==> config.mk <==
export PLATFORM = sky130hd
export DESIGN_NAME = multicycle_sequencer
export DESIGN_NICKNAME = d
export VERILOG_FILES = /design/src/rtl/rv_seq_pkg.sv /design/src/rtl/mem_wait_timer.sv /design/src/rtl/multicycle_sequencer.sv
export SDC_FILE = /design/constraint.sdc
export NUM_CORES = 1
export LEC_CHECK = 0
export ABC_AREA = 1
export BUFFER_PORTS_ARGS = -buffer_cell sky130_fd_sc_hd__buf_4
export CAP_MARGIN = 15
export CORE_MARGIN = 4
export CORE_UTILIZATION = 45
export CTS_CLUSTER_DIAMETER = 150
export DETAILED_ROUTE_END_ITERATION = 10
export GPL_TIMING_DRIVEN = 0
export MAX_ROUTING_LAYER = met4
export PLACE_DENSITY_LB_ADDON = 0.12
export REMOVE_ABC_BUFFERS = 1
export SLEW_MARGIN = 5
export SYNTH_ARGS = -nofsm -noshare
export SYNTH_HDL_FRONTEND = slang
export SYNTH_SLANG_ARGS = --single-unit
==> constraint.sdc <==
create_clock -name clk -period 6.1 [get_ports clk]
set_clock_uncertainty 0.2 [all_clocks]
set_input_delay 0.61 -clock clk [delete_from_list [all_inputs] [get_ports clk]]
set_output_delay 0.61 -clock clk [all_outputs]
set_load 0.02 [all_outputs]
==> src/rtl/rv_seq_pkg.sv <==
// Shared types for the multi-cycle sequencer: state encoding, RV32I opcodes
// and the decode helper used by EXECUTE.
package rv_seq_pkg;

  typedef enum logic [2:0] {
    ST_IDLE      = 3'd0,
    ST_FETCH     = 3'd1,
    ST_DECODE    = 3'd2,
    ST_EXECUTE   = 3'd3,
    ST_MEMORY    = 3'd4,
    ST_WRITEBACK = 3'd5,
    ST_HALT      = 3'd6,
    ST_UNUSED    = 3'd7
  } seq_state_e;

  typedef enum logic [2:0] {
    EX_MEM,
    EX_WB,
    EX_BRANCH,
    EX_ECALL,
    EX_ILLEGAL
  } exec_class_e;

  localparam logic [6:0] OPC_LOAD   = 7'b0000011;
  localparam logic [6:0] OPC_STORE  = 7'b0100011;
  localparam logic [6:0] OPC_OP     = 7'b0110011;
  localparam logic [6:0] OPC_OP_IMM = 7'b0010011;
  localparam logic [6:0] OPC_LUI    = 7'b0110111;
  localparam logic [6:0] OPC_AUIPC  = 7'b0010111;
  localparam logic [6:0] OPC_JAL    = 7'b1101111;
  localparam logic [6:0] OPC_JALR   = 7'b1100111;
  localparam logic [6:0] OPC_BRANCH = 7'b1100011;
  localparam logic [6:0] OPC_SYSTEM = 7'b1110011;

  localparam logic [2:0] F3_PRIV = 3'b000;

  // Decides where EXECUTE sends the instruction; SYSTEM is only legal as ECALL/EBREAK.
  function automatic exec_class_e classify(input logic [6:0] opc, input logic [2:0] f3);
    exec_class_e cls;
    case (opc)
      OPC_LOAD, OPC_STORE:                    cls = EX_MEM;
      OPC_OP, OPC_OP_IMM, OPC_LUI, OPC_AUIPC,
      OPC_JAL, OPC_JALR:                      cls = EX_WB;
      OPC_BRANCH:                             cls = EX_BRANCH;
      OPC_SYSTEM: cls = (f3 == F3_PRIV) ? EX_ECALL : EX_ILLEGAL;
      default:                                cls = EX_ILLEGAL;
    endcase
    return cls;
  endfunction

endpackage

==> src/rtl/mem_wait_timer.sv <==
// Wait-cycle timer shared by the instruction-fetch and data-memory waits;
// flags expiry on the wait cycle in which the count reaches TIMEOUT.
module mem_wait_timer #(
  parameter int TIMEOUT = 16,
  parameter int TMR_W   = 8
) (
  input  logic clk,
  input  logic reset,
  input  logic clear,
  input  logic tick,
  output logic expired
);

  localparam bit               TMO_EN = (TIMEOUT != 0);
  localparam logic [TMR_W-1:0] LIMIT  = TMR_W'((TIMEOUT > 0) ? TIMEOUT - 1 : 0);

  logic [TMR_W-1:0] count_q;

  always_ff @(posedge clk) begin
    if (reset || clear) begin
      count_q <= '0;
    end else if (tick) begin
      count_q <= count_q + 1'b1;
    end
  end

  // A ready in the final cycle suppresses tick, so ready wins over expiry.
  assign expired = TMO_EN && tick && (count_q == LIMIT);

endmodule

==> src/rtl/multicycle_sequencer.sv <==
// Multi-cycle control FSM: steps each instruction through FETCH..WRITEBACK and
// gates the PC, IR, register-file and data-memory write enables.
module multicycle_sequencer
  import rv_seq_pkg::*;
#(
  parameter int CNT_W   = 32,
  parameter int TIMEOUT = 16,
  parameter int TMR_W   = 8
) (
  input  logic             clk,
  input  logic             reset,
  input  logic             start,
  input  logic [6:0]       opcode,
  input  logic [2:0]       funct3,
  input  logic             cu_ruwr,
  input  logic             cu_dmwr,
  input  logic             br_taken,
  input  logic             im_ready,
  input  logic             dm_ready,
  output logic             im_req,
  output logic             ir_we,
  output logic             pc_we,
  output logic             ru_we,
  output logic             dm_req,
  output logic             dm_we,
  output logic             halted,
  output logic             illegal,
  output logic             bus_err,
  output logic [2:0]       state_o,
  output logic [CNT_W-1:0] cycle_cnt,
  output logic [CNT_W-1:0] instret_cnt
);

  seq_state_e       state_q, state_d;
  exec_class_e      ex_cls;
  logic             is_store, retire, busy;
  logic             tmr_clear, tmr_tick, tmr_expired;
  logic             halted_q, illegal_q, bus_err_q;
  logic [CNT_W-1:0] cycle_cnt_q, instret_cnt_q;
  logic             unused_br_taken;

  assign unused_br_taken = br_taken;
  assign ex_cls   = classify(opcode, funct3);
  assign is_store = (opcode == OPC_STORE);

  always_ff @(posedge clk) begin
    if (reset) begin
      state_q <= ST_IDLE;
    end else begin
      state_q <= state_d;
    end
  end

  always_comb begin
    state_d = state_q;
    case (state_q)
      ST_IDLE:      if (start) state_d = ST_FETCH;
      ST_FETCH: begin
        if (im_ready)         state_d = ST_DECODE;
        else if (tmr_expired) state_d = ST_HALT;
      end
      ST_DECODE:    state_d = ST_EXECUTE;
      ST_EXECUTE: begin
        case (ex_cls)
          EX_MEM:    state_d = ST_MEMORY;
          EX_WB:     state_d = ST_WRITEBACK;
          EX_BRANCH: state_d = ST_FETCH;
          default:   state_d = ST_HALT;
        endcase
      end
      ST_MEMORY: begin
        if (dm_ready)         state_d = is_store ? ST_FETCH : ST_WRITEBACK;
        else if (tmr_expired) state_d = ST_HALT;
      end
      ST_WRITEBACK: state_d = ST_FETCH;
      ST_HALT:      state_d = ST_HALT;
      default:      state_d = ST_IDLE;
    endcase
  end

  always_comb begin
    im_req = 1'b0;
    ir_we  = 1'b0;
    pc_we  = 1'b0;
    ru_we  = 1'b0;
    dm_req = 1'b0;
    dm_we  = 1'b0;
    case (state_q)
      ST_FETCH: begin
        im_req = 1'b1;
        ir_we  = im_ready;
      end
      ST_EXECUTE:   pc_we = (ex_cls == EX_BRANCH);
      ST_MEMORY: begin
        dm_req = 1'b1;
        dm_we  = cu_dmwr;
        pc_we  = dm_ready && is_store;
      end
      ST_WRITEBACK: begin
        ru_we = cu_ruwr;
        pc_we = 1'b1;
      end
      default: ;
    endcase
  end

  // Timer restarts on every state change, so each FETCH/MEMORY wait starts from zero.
  assign tmr_clear = (state_d != state_q);
  assign tmr_tick  = ((state_q == ST_FETCH) && !im_ready) ||
                     ((state_q == ST_MEMORY) && !dm_ready);

  mem_wait_timer #(
    .TIMEOUT (TIMEOUT),
    .TMR_W   (TMR_W)
  ) u_timer (
    .clk     (clk),
    .reset   (reset),
    .clear   (tmr_clear),
    .tick    (tmr_tick),
    .expired (tmr_expired)
  );

  assign retire = pc_we || ((state_q == ST_EXECUTE) && (ex_cls == EX_ECALL));
  assign busy   = (state_q != ST_IDLE) && (state_q != ST_HALT);

  always_ff @(posedge clk) begin
    if (reset) begin
      cycle_cnt_q   <= '0;
      instret_cnt_q <= '0;
      halted_q      <= 1'b0;
      illegal_q     <= 1'b0;
      bus_err_q     <= 1'b0;
    end else begin
      cycle_cnt_q   <= cycle_cnt_q + CNT_W'(busy);
      instret_cnt_q <= instret_cnt_q + CNT_W'(retire);
      halted_q      <= halted_q | (state_d == ST_HALT);
      illegal_q     <= illegal_q | ((state_q == ST_EXECUTE) && (ex_cls == EX_ILLEGAL));
      bus_err_q     <= bus_err_q | tmr_expired;
    end
  end

  assign halted      = halted_q;
  assign illegal     = illegal_q;
  assign bus_err     = bus_err_q;
  assign state_o     = state_q;
  assign cycle_cnt   = cycle_cnt_q;
  assign instret_cnt = instret_cnt_q;

endmodule

==> flow_metrics.env <==
export IMPL_status="complete, no violations"
export IMPL_mostFrequentLayoutCells="123 x nand2_1, 92 x inv_1, 92 x buf_4"
export IMPL_cts_resized=0
export IMPL_grt_overflow=0
export IMPL_max_stage_delay_ps=550
export IMPL_routed_wl_mm=10.4
export IMPL_row_count=35
export IMPL_antenna_found_initial=0
export IMPL_period_share=0.534
export IMPL_final_cells=858
export IMPL_clkTransAtPathRegs_ps=90
export IMPL_crit_slowest_cell="dfxtp_1"
export IMPL_clock_sinks=78
export IMPL_start_util=0.461
export IMPL_die_h_um=105
export IMPL_drive_above_1_share=0.224
export IMPL_worstPathMaxFanout=9
export IMPL_synthToLayoutAreaGrowth_pct=24.1
export IMPL_synth_seq_cells=78
export IMPL_cp_data_required_time_ps=6130
export IMPL_synth_cell_type_count=40
export IMPL_worstSetupEndpointType="flip-flop"
export IMPL_drc_errors=0
export IMPL_hold_viol=0
export IMPL_syn_area_per_cell_sq_um=6.78
export IMPL_grt_pass1_vias=3858
export IMPL_fin_crit_ps=3260
export IMPL_rsz0062_at_grt="no"
export IMPL_grt_usage=0.195
export IMPL_io_buffers=92
export IMPL_synth_ff_type="dfxtp_1"
export IMPL_max_slew_margin=0.511
export IMPL_cts_hold_buf=0
export IMPL_core_sq_mm=0.00924
export IMPL_top_layer="met4"
export IMPL_numCtsBuffers=9
export IMPL_synth_edff_count=0
export IMPL_final_common_cell="nand2_1"
export IMPL_clockBufferDepth=2
export IMPL_avgViaCountPerCell=4.94
export IMPL_fin_nets=747
export IMPL_arrival_ps=3280
export IMPL_power_leakage_nw=2.18
export IMPL_dp_slack_ps=2700
export IMPL_startpoint_type="flip-flop"
export IMPL_ir_worst_vdd_uv=125
export IMPL_cts_tree="done"
export IMPL_first_pass_iters=5
export IMPL_drv_slew=0
export IMPL_fp_dieW_um=105
export IMPL_dieArea_sq_mm=0.0111
export IMPL_cap_violations=0
export IMPL_yosysWarningCount=0
export IMPL_h_tree_depth=3
export IMPL_m1WireLength_mm=5.06
export IMPL_yosysSeqAreaShare=0.366
export IMPL_cp_cell_sequence="inv_2 > nor3_1 > inv_1 > o211ai_1 > a31o_2 > ha_1 > ha_1 > nand3_1 > nor2_2 > nand2_1 > nor2_4 > nand2_2 > nor2_4 > nand2_2 > nor3_1 > nor3b_2"
export IMPL_dp_cells=842
export IMPL_gp_congestion=0.897
export IMPL_fin_setup_tns_ps=0
export IMPL_critPathTopFamily="simple AND/OR/NAND/NOR gates"
export IMPL_n_antenna_cell=0
export IMPL_cts_setup_buffers=0
export IMPL_grt_max_degree=50
export IMPL_wl_met3_um=526
export IMPL_setup_slack_ps=2840
export IMPL_netlist_area_sq_mm=0.00426
export IMPL_criticalPathCategory="reg2reg"
export IMPL_ant_nets=0
export IMPL_synthArstFlopShare=0
export IMPL_worst_path_buf_inv=2
export IMPL_p_per_area_mw_per_mm2=189
export IMPL_total_power_mw=1.00
export IMPL_syn_inst=629
export IMPL_dp_hpwl_mm=7.90
export IMPL_wl_met2_mm=4.72
export IMPL_worstMarginPinSlew_ps=732
export IMPL_fmax_ghz=0.307
export IMPL_setup_violations_final=0
export IMPL_pin_count=94
export IMPL_hold_path_class="reg2reg"
export IMPL_routedWlPerCell_um=12.1
export IMPL_cts_root_buffer="clkbuf_8"
export IMPL_grt_pass1_wl_mm=17.6
export IMPL_vias=4239
export IMPL_clk_insertion_delay_late_ps=350
export IMPL_drtIter0Drc=162
flip-flops by register name (all words and copies together), names as in the netlist:
| register | count |
|---|---|
| halted | 1 |
| cycle_cnt | 32 |
| u_timer.count_q | 8 |
| illegal | 1 |
| instret_cnt | 32 |
| state_o | 3 |
| bus_err | 1 |
cells by family (layout without fill, tap and decap cells):
kind of cell	after synthesis	count (layout)	synth area share
and+or+nand+nor	350	350	0.402
buffers and inverters	109	209	0.0968
DFF	78	78	0.366
AOI/OAI and AO/OA	74	74	0.0936
xor gates and xnor gates	12	12	0.0246
adders and majority gates	5	5	0.0147
muxes	1	1	0.00235
per-layer routing:
layer | vias to the layer above | GRT usage
met2 | 107 | 0.311
met3 | 4 | 0.0374
met1 | 1903 | 0.253
met4 | 0 | 0.0553
met5 | - | -
li1 | 2225 | -
worst register-to-register path: cells and delay by family (launching register included):
family / cells / cell delay, ps
simple gates: 10 / 1460
flops: 1 / 550
compound gates: 2 / 400
fa+ha+maj: 2 / 350
buf+inv: 2 / 210
per-stage QoR:
stage                     hold WS, ps  instance area (sq um)  utilization
after detailed placement          266                   5080        0.550
after global routing              300                   5290        0.573
after CTS                         281                   5290        0.573
after global placement            262                   5080        0.550
after floorplan                   342                   4230            -
final                             278                   5290        0.573
power breakdown:
part	switching, mW	internal [mW]
clock	0.192	0.212
sequential	0.00526	0.513
combinational	0.0509	0.0285
total	0.248	0.753
cell type report:
cell class | count | area, sq um
Clock buffer | 11 | 151
Clock inverter | 5 | 56.3
Fill cell | 937 | 3950
Inverter | 101 | 379
Multi-Input combinational cell | 442 | 2290
Sequential cell | 78 | 1560
Tap cell | 129 | 161
Timing Repair Buffer | 92 | 691
final timing paths:
kind / startpoint / to / slack (ps) / cells past startpoint
max reg2reg: state_o[2]$_SDFF_PP0_ / instret_cnt[30]$_SDFF_PP0_ / 2840 / 16
max: state_o[2]$_SDFF_PP0_ / instret_cnt[30]$_SDFF_PP0_ / 2840 / 16
min reg2reg: cycle_cnt[31]$_SDFF_PP0_ / cycle_cnt[31]$_SDFF_PP0_ / 280 / 2
min: cycle_cnt[31]$_SDFF_PP0_ / cycle_cnt[31]$_SDFF_PP0_ / 280 / 2
cells in the mapped netlist, types with 4 or more instances:
master | number | area (sq um)
a21oi_1 | 39 | 195
clkbuf_1 | 7 | 26.3
dfxtp_1 | 78 | 1560
ha_1 | 5 | 62.6
inv_1 | 92 | 345
inv_2 | 9 | 33.8
nand2_1 | 123 | 462
nand2_2 | 7 | 43.8
nand3_1 | 31 | 155
nand3_2 | 4 | 40.0
nand4_1 | 22 | 138
nor2_1 | 90 | 338
nor2_2 | 7 | 43.8
nor3_1 | 23 | 115
nor3_2 | 12 | 120
nor3b_1 | 5 | 37.5
nor4_1 | 4 | 25.0
o21a_1 | 5 | 37.5
o21ai_0 | 20 | 100
o21ai_1 | 4 | 20.0
or2_2 | 6 | 37.5
xnor2_1 | 8 | 70.1
xor2_1 | 4 | 35.0
Power figures use the tool's default switching activity.
